### config.mk
export PLATFORM = sky130hd
export DESIGN_NAME = key_debounce_array
export DESIGN_NICKNAME = d
export VERILOG_FILES = /design/src/rtl/key_debounce_array.sv
export SDC_FILE = /design/constraint.sdc
export NUM_CORES = 1
export LEC_CHECK = 0
export CAP_MARGIN = 10
export CORE_ASPECT_RATIO = 1.25
export CORE_UTILIZATION = 60
export CTS_BUF_LIST = sky130_fd_sc_hd__clkbuf_8
export DETAILED_ROUTE_END_ITERATION = 10
export GPL_ROUTABILITY_DRIVEN = 0
export PLACE_DENSITY = 0.8
export SLEW_MARGIN = 20
export SYNTH_ARGS = -nofsm -noshare
export SYNTH_HDL_FRONTEND = slang
export SYNTH_SLANG_ARGS = --single-unit
### constraint.sdc
create_clock -name debounce_clk -period 2.9 [get_ports debounce_clk]
set_clock_uncertainty 0.2 [all_clocks]
set_input_delay 0.58 -clock debounce_clk [delete_from_list [all_inputs] [get_ports debounce_clk]]
set_output_delay 0.58 -clock debounce_clk [all_outputs]
set_load 0.01 [all_outputs]
### src/rtl/key_debounce_array.sv
// Multi-channel key debouncer: per-channel 2-flop synchroniser, stability filter,
// press/release strobes, one-shot long press and optional auto-repeat train.
module key_debounce_array #(
  parameter int NUM_KEYS      = 4,
  parameter int ACTIVE_HIGH   = 1,
  parameter int STABLE_CYCLES = 1000,
  parameter int LONG_CYCLES   = 50000,
  parameter int REPEAT_CYCLES = 10000,
  parameter int CNT_W         = 16,
  parameter int HOLD_W        = 20
) (
  input  logic                debounce_clk,
  input  logic                rst,
  input  logic [NUM_KEYS-1:0] key,
  input  logic [NUM_KEYS-1:0] repeat_en,
  output logic [NUM_KEYS-1:0] key_level,
  output logic [NUM_KEYS-1:0] key_pulse,
  output logic [NUM_KEYS-1:0] key_release,
  output logic [NUM_KEYS-1:0] key_long
);

  typedef enum logic [1:0] {
    IDLE   = 2'd0,
    HOLD   = 2'd1,
    REPEAT = 2'd2
  } hold_state_t;

  localparam logic              RAW_IDLE   = (ACTIVE_HIGH != 0) ? 1'b0 : 1'b1;
  localparam logic [CNT_W-1:0]  STABLE_MAX = CNT_W'(STABLE_CYCLES - 1);
  localparam logic [HOLD_W-1:0] LONG_MAX   = HOLD_W'(LONG_CYCLES - 1);
  localparam logic [HOLD_W-1:0] REPEAT_MAX = HOLD_W'(REPEAT_CYCLES - 1);

  for (genvar i = 0; i < NUM_KEYS; i++) begin : g_chan
    logic              s1, s2, norm;
    logic [CNT_W-1:0]  cnt, cnt_nxt;
    logic [HOLD_W-1:0] hold_cnt, hold_cnt_nxt;
    hold_state_t       state, state_nxt;
    logic              level_q, level_nxt;
    logic              pulse_q, pulse_nxt;
    logic              release_q, release_nxt;
    logic              long_q, long_nxt;
    logic              press_edge, release_edge;

    assign norm = (ACTIVE_HIGH != 0) ? s2 : ~s2;

    always_ff @(posedge debounce_clk) begin
      if (rst) begin
        s1        <= RAW_IDLE;
        s2        <= RAW_IDLE;
        cnt       <= '0;
        hold_cnt  <= '0;
        state     <= IDLE;
        level_q   <= 1'b0;
        pulse_q   <= 1'b0;
        release_q <= 1'b0;
        long_q    <= 1'b0;
      end else begin
        s1        <= key[i];
        s2        <= s1;
        cnt       <= cnt_nxt;
        hold_cnt  <= hold_cnt_nxt;
        state     <= state_nxt;
        level_q   <= level_nxt;
        pulse_q   <= pulse_nxt;
        release_q <= release_nxt;
        long_q    <= long_nxt;
      end
    end

    // Any agreeing sample restarts the stability count.
    always_comb begin
      cnt_nxt      = cnt;
      level_nxt    = level_q;
      press_edge   = 1'b0;
      release_edge = 1'b0;
      if (norm == level_q) begin
        cnt_nxt = '0;
      end else if (cnt == STABLE_MAX) begin
        level_nxt    = norm;
        cnt_nxt      = '0;
        press_edge   = norm;
        release_edge = ~norm;
      end else begin
        cnt_nxt = cnt + 1'b1;
      end
    end

    // A release on a threshold edge wins, so no strobe escapes with the release.
    always_comb begin
      state_nxt    = state;
      hold_cnt_nxt = hold_cnt;
      pulse_nxt    = 1'b0;
      release_nxt  = 1'b0;
      long_nxt     = 1'b0;
      if (release_edge) begin
        release_nxt  = 1'b1;
        state_nxt    = IDLE;
        hold_cnt_nxt = '0;
      end else if (press_edge) begin
        pulse_nxt    = 1'b1;
        state_nxt    = HOLD;
        hold_cnt_nxt = '0;
      end else begin
        case (state)
          HOLD: begin
            if (hold_cnt == LONG_MAX) begin
              long_nxt     = 1'b1;
              pulse_nxt    = repeat_en[i];
              hold_cnt_nxt = '0;
              state_nxt    = REPEAT;
            end else begin
              hold_cnt_nxt = hold_cnt + 1'b1;
            end
          end
          REPEAT: begin
            if (hold_cnt == REPEAT_MAX) begin
              pulse_nxt    = repeat_en[i];
              hold_cnt_nxt = '0;
            end else begin
              hold_cnt_nxt = hold_cnt + 1'b1;
            end
          end
          default: begin
            state_nxt    = IDLE;
            hold_cnt_nxt = '0;
          end
        endcase
      end
    end

    assign key_level[i]   = level_q;
    assign key_pulse[i]   = pulse_q;
    assign key_release[i] = release_q;
    assign key_long[i]    = long_q;
  end

endmodule

# [Yosys cells after proc, flatten, opt, wreduce, memory -nomap -nowiden]
# Cells that the tools add are included.
[totals] regBits=176 out_inout_bits=16
[op_classes] add_sub_neg=8 eq_ne=36 mux=64 bitwise=16 reduce_logical=28
[ops] operator="2-to-1 mux 20 bit" n=8
[ops] operator="case mux 20 bit (2 select lines)" n=4
[ops] operator="adder 20 x 1 -> 20 bit, second input constant" n=4
[ops] operator="equality test 20 x 14 -> 1 bit, second input constant" n=4
[ops] operator="equality test 20 x 16 -> 1 bit, second input constant" n=4
[ops] operator="adder 16 x 1 -> 16 bit, second input constant" n=4
[ops] operator="equality test 16 x 10 -> 1 bit, second input constant" n=4
[ops] operator="2-to-1 mux 1 bit" n=40
[ops] operator="AND reduction 2 bit" n=12
[ops] operator="OR reduction 3 bit" n=8
[ops] operator="!= test 2 bit, second input constant" n=8
[ops] operator="inverter 1 bit" n=16
[ops] operator="case mux 2 bit (2 select lines)" n=4
[ops] operator="OR reduction 4 bit" n=4
[ops] operator="!= test 3 bit, second input constant" n=4
[ops] operator="equality test 2 x 1 -> 1 bit, second input constant" n=4
[ops] operator="equality test 2 bit, second input constant" n=4
[ops] operator="2-to-1 mux 2 bit" n=4
[ops] operator="case mux 1 bit (2 select lines)" n=4
[ops] operator="OR reduction 2 bit" n=4
[ops] operator="equality test 1 bit" n=4

# [Depth between registers and ports, before layout]
# Gate-level depths: netlist of run 1.
[logic_depth] depth_word=5 mapped_depth=8

# [Worst setup path after synthesis of run 1]
# OpenSTA, ideal clock, no wires.
[synth_timing] kind="reg2reg" start="register g_chan[1].cnt[0]" end="register g_chan[1].cnt[10]" setup_time_ns=0.115 arrival_time_ns=1.842 setup_slack_ns=0.743 path_stages_with_launch=9 path_cell_list="dfxtp_1 > ha_1 > nand2_1 > or4b_1 > or3_1 > buf_6 > nand2_4 > buf_8 > nor2_1"
[synth_via] elab_chain_cells=2 word_cells_on_any_way=3 cone_classes="1 x add/sub; 1 x eq/ne; 1 x reduce/logical"
[synth_lines] item="from (decl)" line_no="35" source="logic [CNT_W-1:0] cnt, cnt_nxt;"
[synth_lines] item="from (signal assigned)" line_no="60" source="cnt <= cnt_nxt;"
[synth_lines] item="branches (longest 2 deep; another with adder 16 x 1 -> 16 bit)"
# Parallel ways; which one is timed is not known.
# A chain may end at the register's enable or synchronous reset.

# [Worst setup path in the final report of run 1]
[layout_timing] start="register g_chan[1].hold_cnt[14]" end="register g_chan[1].hold_cnt[5]"
[layout_via] elab_chain_cells=3 word_cells_on_any_way=5 cone_classes="2 x eq/ne; 3 x mux"
[layout_lines] item="from (decl)" line_no="36" source="logic [HOLD_W-1:0] hold_cnt, hold_cnt_nxt;"
[layout_lines] item="from (signal assigned)" line_no="61" source="hold_cnt <= hold_cnt_nxt;"
[layout_lines] item="equality test 20 x 14 -> 1 bit or equality test 20 x 16 -> 1 bit (tied branches)" line_no="116, 106"
[layout_lines] item="2-to-1 mux 20 bit (on tied branches)" line_no="116, 106"
[layout_lines] item="case mux 20 bit (2 select lines) (*)" line_no="104" source="case (state)"
# Mark *: on every way between the ends. The rest lies on a longest branch, timed or not.

==> metrics.yaml, run 1 <==
worst_setup_path:
  start_kind: "flop"
  critPathArrivalTime_ps: 2590
  crit_type: "flop to flop"
  cp_data_required_time_ps: 3040
  end_kind: "flop"
  critPathMaxFanout: 12
synthesis:
  synth_top_cell_by_area: "dfxtp_1"
  synthArstFlopShare_pct: 0
  synth-seq-cells: 176
  synth_compound_area_share_pct: 3.36
  synth.area.mux_share_pct: 0.647
  seq_area_frac_synth_pct: 45.6
  yosysWarnings: 0
  synth_top_area_share_pct: 45.6
  yosys.cell_types.count: 45
  ys.flop_type: "dfxtp_1"
  synth_nets: 907
  synth_common_cells: "nor2_1 (187), dfxtp_1 (176), xnor2_1 (67)"
  synthAdderAreaFrac_pct: 2.59
  avgSynthCellArea_um2: 8.78
  syn_area_um2: 7730
  synth_area_leaders: "dfxtp_1 (46%), nor2_1 (9.1%), xnor2_1 (7.6%)"
  synth_edf_count: 0
  synthCells: 881
  yosys.area_share.simple_pct: 28.8
  yosys.cell_count.top_type: "nor2_1"
  synth_xor_area_share_pct: 14.7
  synth_top_family_by_area: "simple AND/OR/NAND/NOR gates"
timing:
  setup_viol: 0
  layout_setup_ws_ps: 446
  max_slew_margin_pct: 57.7
  period_share_pct: 84.6
  finalHoldViolCount: 0
  max_freq_mhz: 408
  finalSetupTns_ps: 0
  post-route-min-period_ps: 2450
  finalMaxSlewViolations: 0
  rsz0062_at_grt: "false"
  worst_slew_pin_slew_ps: 634
place:
  dp_hpwl_um: 8920
  placedInstanceArea_um2: 8040
  portBuffers: 25
  dpl_worst_slack_ps: 486
floorplan:
  start_util_pct: 61.4
  dieHeight_um: 129
  die_width_um: 104
  core_area_um2: 12600
  dieArea_um2: 13400
  io_pins: 26
  num_rows: 46
final_layout:
  fin_util_pct: 67.1
  fillerInstances: 1017
  finalNetCount: 923
  area_growth_syn_to_layout_pct: 9.30
  fin_area_um2: 8450
  multi_input_area_um2: 3870
  drive_gt1_share_pct: 4.95
  seq_area_um2: 3520
  antenna_cells: 0
clock_network:
  post_cts_resized: 0
  cts_sinks: 176
  tritoncts: "done"
  h-tree-depth: 4
  clk_path_buf_depth: 2
  cts_hold_buf: 0
  clockRootBuffer: "clkbuf_8"
  numCtsBuffers: 17
  clk_pin_slew_ps: 90
  clkLatencyLatePin_ps: 450
  post_cts_buffers: 0
grt:
  track_usage_pct: 20.6
  grt_pass1_wl_um: 22700
  grt_overflow: 0
  antenna_found_initial: 0
  grt_max_degree: 36
  grt_pass1_vias: 5406
detailed_routing:
  drt-initial-drc-count: 223
  wl_um: 12700
  drc: 0
  vias: 5663
  detail-route-antenna-nets: 0
  wire_per_inst_um: 11.8
  first_pass_iters: 4
  routed_via_density: 5.25
job:
  maxCapViolations: 0
power_and_ir_drop:
  peakVddDrop_mv: 0.318
  p_per_area_nw_per_um2: 497
  p_leak_nw: 2.69
min_path:
  hp-class: "flop to flop"
status:
  status: "finished clean"
metal layers:
metal | part of all wire (%) | vias up | GRT usage, %
met4 | 1.8 | 0 | 9.80
met3 | 2.2 | 17 | 4.66
met2 | 48 | 59 | 35.8
met5 | 0 | - | 0
met1 | 48 | 2602 | 24.2
li1 | - | 2985 | -
layout make-up:
type	instances	share of cell area, %
inverters	30	1.33
well taps	168	2.49
multi-input cells	640	45.8
repair buffers	32	3.73
flip-flops and latches	176	41.7
clock buffers	20	3.26
clock inverters	12	1.69
stage by stage:
stage	instances	hold WS (ps)	total power (W)
3_5_place_dp	1046	226	0.00253
5_1_grt	1078	260	0.00436
2_1_floorplan	881	214	0.00251
4_1_cts	1078	246	0.00425
6_report	1078	246	0.00420
3_3_place_gp	1046	225	0.00253
worst max-delay path, cell delays in order, from the launching register on:
cell and delay [ps]:
dfxtp_1 390, nand2_1 120, or4b_2 670, o21ai_0 290, a2111o_1 360, buf_4 240
nor2_1 60
path summary, 6_finish.rpt:
kind	from	end	slack, ps	depth (start not counted)
setup / recovery	g_chan[1].hold_cnt[14]	g_chan[1].hold_cnt[5]	450	6
hold / removal	g_chan[0].s1	g_chan[0].norm	250	1
setup reg to reg	g_chan[1].hold_cnt[14]	g_chan[1].hold_cnt[5]	450	6
hold reg to reg	g_chan[0].s1	g_chan[0].norm	250	1
where the power goes:
| part | total, W | leakage, nW | internal [W] | switching [W] |
|---|---|---|---|---|
| sequential | 0.00242 | 1.42 | 0.00242 | 0.00000417 |
| combinational | 0.0000460 | 1.05 | 0.0000237 | 0.0000223 |
| clock | 0.00173 | 0.215 | 0.000909 | 0.000822 |
sequential cells by signal (all words and copies together), names as in the netlist:
register and count:
g_chan.release_q 4, g_chan.hold_cnt 80, g_chan.pulse_q 4, g_chan.long_q 4
g_chan.state 8, g_chan.level_q 4, g_chan.norm 4, g_chan.cnt 64
g_chan.s1 4
cells by family after synthesis:
| group | after synthesis |
|---|---|
| xor+xnor | 130 |
| mux | 5 |
| compound gates | 38 |
| fa+ha+maj | 16 |
| buf+inv | 65 |
| simple gates | 451 |
| flops | 176 |
cell usage in the layout, fill, tap and decap left out, types with 2 or more instances in the layout:
cell type / Yosys / routed
o21ai_0: 11 / 11
clkdlybuf4s50_1: 0 / 25
bufinv_16: 0 / 3
dfxtp_1: 176 / 176
nor2_1: 187 / 187
ha_1: 16 / 16
nor4bb_1: 9 / 9
or4b_2: 2 / 2
inv_1: 30 / 33
nand2b_1: 4 / 4
nor2b_1: 10 / 10
and2_1: 3 / 3
or3_1: 5 / 5
buf_4: 18 / 6
and4_1: 6 / 6
or4_1: 5 / 5
and3_1: 31 / 31
clkinv_2: 0 / 2
nor3b_1: 6 / 6
clkinvlp_4: 0 / 3
mux2i_1: 5 / 5
a21oi_1: 14 / 14
xnor2_1: 67 / 67
xor2_1: 63 / 63
nor4b_1: 4 / 4
nor4_1: 19 / 19
nand2_1: 45 / 45
nand4_1: 20 / 20
nor3_1: 28 / 28
a2111o_1: 4 / 4
nand3_1: 62 / 62
clkbuf_8: 0 / 20
Power figures use the tool's default switching activity.
==> inputs of run 2 (changes only) <==
- clock period: 2.9 -> 2.55 ns (I/O delays scaled with it)
==> run 2 against run 1 <==
Net effect:
- sequential share of layout area shrank 0.068 points
- sequential power is 14% higher
- global-route usage decreased by 0.33 points
- clock power rose by 12%
- fmax up 4.6%
- critical path depth is the same
- worst hold slack got worse by 1.1 ps
- first-iteration DRC count is 12% lower
- non-clock buffer count is 3 higher
- cell area grew 0.16%
- critical endpoint is now g_chan[1].state[0]
- highest routed layer unchanged
==> metrics.yaml, run 2 (same netlist as run 1, synthesis figures left out) <==
worst_setup_path:
  critPathMaxFanout: 6  # -6
  critPathArrivalTime_ps: 2500  # -90 ps
  crit_type: "flop to flop"
  r2r_cells: 6  # unchanged
  end_kind: "flop"
  rrSetupSlack_ps: 200  # -240 ps
  cp_data_required_time_ps: 2710  # -330 ps
  start_kind: "flop"
clock_network:
  clk_pin_slew_ps: 80  # about the same
  clockRootBuffer: "clkbuf_8"
  post_cts_resized: 0  # unchanged
  post_cts_buffers: 0  # unchanged
  cts_sinks: 176  # unchanged
  h-tree-depth: 4  # unchanged
  numCtsBuffers: 17  # unchanged
  cts_hold_buf: 0  # unchanged
  tritoncts: "done"
  clk_path_buf_depth: 2  # unchanged
  clkLatencyLatePin_ps: 460  # about the same
grt:
  grt_max_degree: 36  # unchanged
  antenna_found_initial: 0  # unchanged
  grt_pass1_vias: 5278  # -2.4%
  grt_pass1_wl_um: 22200  # -2.4%
  track_usage_pct: 20.3  # -0.33 points
  grt_overflow: 0  # unchanged
timing:
  whs_ps: 245  # -1.10 ps
  setup_viol: 0  # unchanged
  max_slew_margin_pct: 55.4  # -2.3 points
  period_share_pct: 92.0  # +7.4 points
  worst_slew_pin_slew_ps: 663  # +29.1 ps
  finalSetupTns_ps: 0  # unchanged
  max_freq_mhz: 426  # +4.6%
  finalMaxSlewViolations: 0  # unchanged
  finalHoldViolCount: 0  # unchanged
  rsz0062_at_grt: "false"
  post-route-min-period_ps: 2350  # -108 ps
detailed_routing:
  vias: 5641  # -0.39%
  wire_per_inst_um: 11.7  # -0.99%
  routed_via_density: 5.22  # -0.66%
  drc: 0  # unchanged
  first_pass_iters: 4  # unchanged
  drt-initial-drc-count: 197  # -12%
  wl_um: 12600  # -0.72%
  detail-route-antenna-nets: 0  # unchanged
final_layout:
  layout_common_cells: "nor2_1 (187), dfxtp_1 (176), xnor2_1 (67)"
  drive_gt1_share_pct: 5.59  # +0.64 points
  final_common_cell: "nor2_1"
  reg_top3: "g_chan.hold_cnt (80), g_chan.cnt (64), g_chan.state (8)"
  regMostFlops: "g_chan.hold_cnt"
  largest_reg_flops: 80  # unchanged
  area_growth_syn_to_layout_pct: 9.48
  antenna_cells: 0  # unchanged
  finalNetCount: 926  # +0.33%
job:
  maxCapViolations: 0  # unchanged
power_and_ir_drop:
  clockPowerShare_pct: 40.7  # -0.5 points
  combPwrFrac_pct: 1.1  # about the same
  p_per_area_nw_per_um2: 560  # +13%
  sequentialPowerShare_pct: 58.2  # +0.5 points
  p_sw_w: 0.00101  # +19%
  peakVddDrop_mv: 0.437  # +38%
  swShare_pct: 21.3  # +1.1 points
  power.total_w: 0.00474  # +13%
  p_leak_nw: 2.69  # +0.16%
  p_int_w: 0.00373  # +11%
floorplan:
  die_width_um: 104  # unchanged
  num_rows: 46  # unchanged
  core_area_um2: 12600  # unchanged
  start_util_pct: 61.4  # unchanged
  io_pins: 26  # unchanged
  dieArea_um2: 13400  # unchanged
  dieHeight_um: 129  # unchanged
place:
  portBuffers: 25  # unchanged
  dp_hpwl_um: 8710  # -2.4%
status:
  status: "finished clean"
min_path:
  hold_depth: 1  # unchanged
  hp-class: "flop to flop"
## run 2: cell types whose count changed in the layout (fill, tap and decap cells not counted), sizes merged
| cell | previous run | this run |
|---|---|---|
| clkinvlp | 3 | 2 |
| inv | 33 | 31 |
| bufinv | 3 | 2 |
| buf | 7 | 10 |
| clkinv | 3 | 7 |
## run 2: routing by layer
layer / routed length [µm] / share of wire (%) / vias to the layer above / GRT usage [%]
li1: - / - / 2987 / -
met1: 6070 / 48 / 2579 / 23.8
met2: 6010 / 48 / 56 / 35.5
met3: 300 / 2.4 / 19 / 4.41
met4: 218 / 1.7 / 0 / 9.46
met5: 0 / 0 / - / 0
## run 2: area by class of cell
| class | instances | area [µm²] |
|---|---|---|
| multi-input cells | 640 | 3870 |
| clock inverters | 12 | 134 |
| inverters | 30 | 113 |
| flip-flops and latches | 176 | 3520 |
| well taps | 168 | 210 |
| clock buffers | 20 | 275 |
| fillers | 1029 | 4140 |
| repair buffers | 35 | 338 |
## run 2: metrics by stage
step           util (%)  cell area (µm²)  setup slack (ps)  std cells
3_3_place_gp       63.9             8060               286       1049
3_5_place_dp       63.9             8060               232       1049
4_1_cts            67.2             8470               202       1081
2_1_floorplan         -             7730               393        881
6_report           67.2             8470               205       1081
5_1_grt            67.2             8470               122       1081
## run 2: path summary, 6_finish.rpt
| kind | startpoint | to |
|---|---|---|
| setup / recovery | g_chan[1].cnt[0] | g_chan[1].state[0] |
| hold / removal | g_chan[0].s1 | g_chan[0].norm |
| setup reg to reg | g_chan[1].cnt[0] | g_chan[1].state[0] |
| hold reg to reg | g_chan[0].s1 | g_chan[0].norm |
## run 2: critical path: stages, from the launching register on
cell	delay (ps)
dfxtp_1	380
ha_1	220
nand2_1	110
or4b_1	530
or3_1	480
o21bai_4	170
o21ba_1	160
## run 2: power groups by stage
stage	registers (W)	clock network, W	logic, W
3_5_place_dp	0.00282	0	0.0000522
2_1_floorplan	0.00282	0	0.0000308
3_3_place_gp	0.00282	0	0.0000514
4_1_cts	0.00276	0.00198	0.0000524
5_1_grt	0.00276	0.00210	0.0000567
6_report	0.00276	0.00193	0.0000516
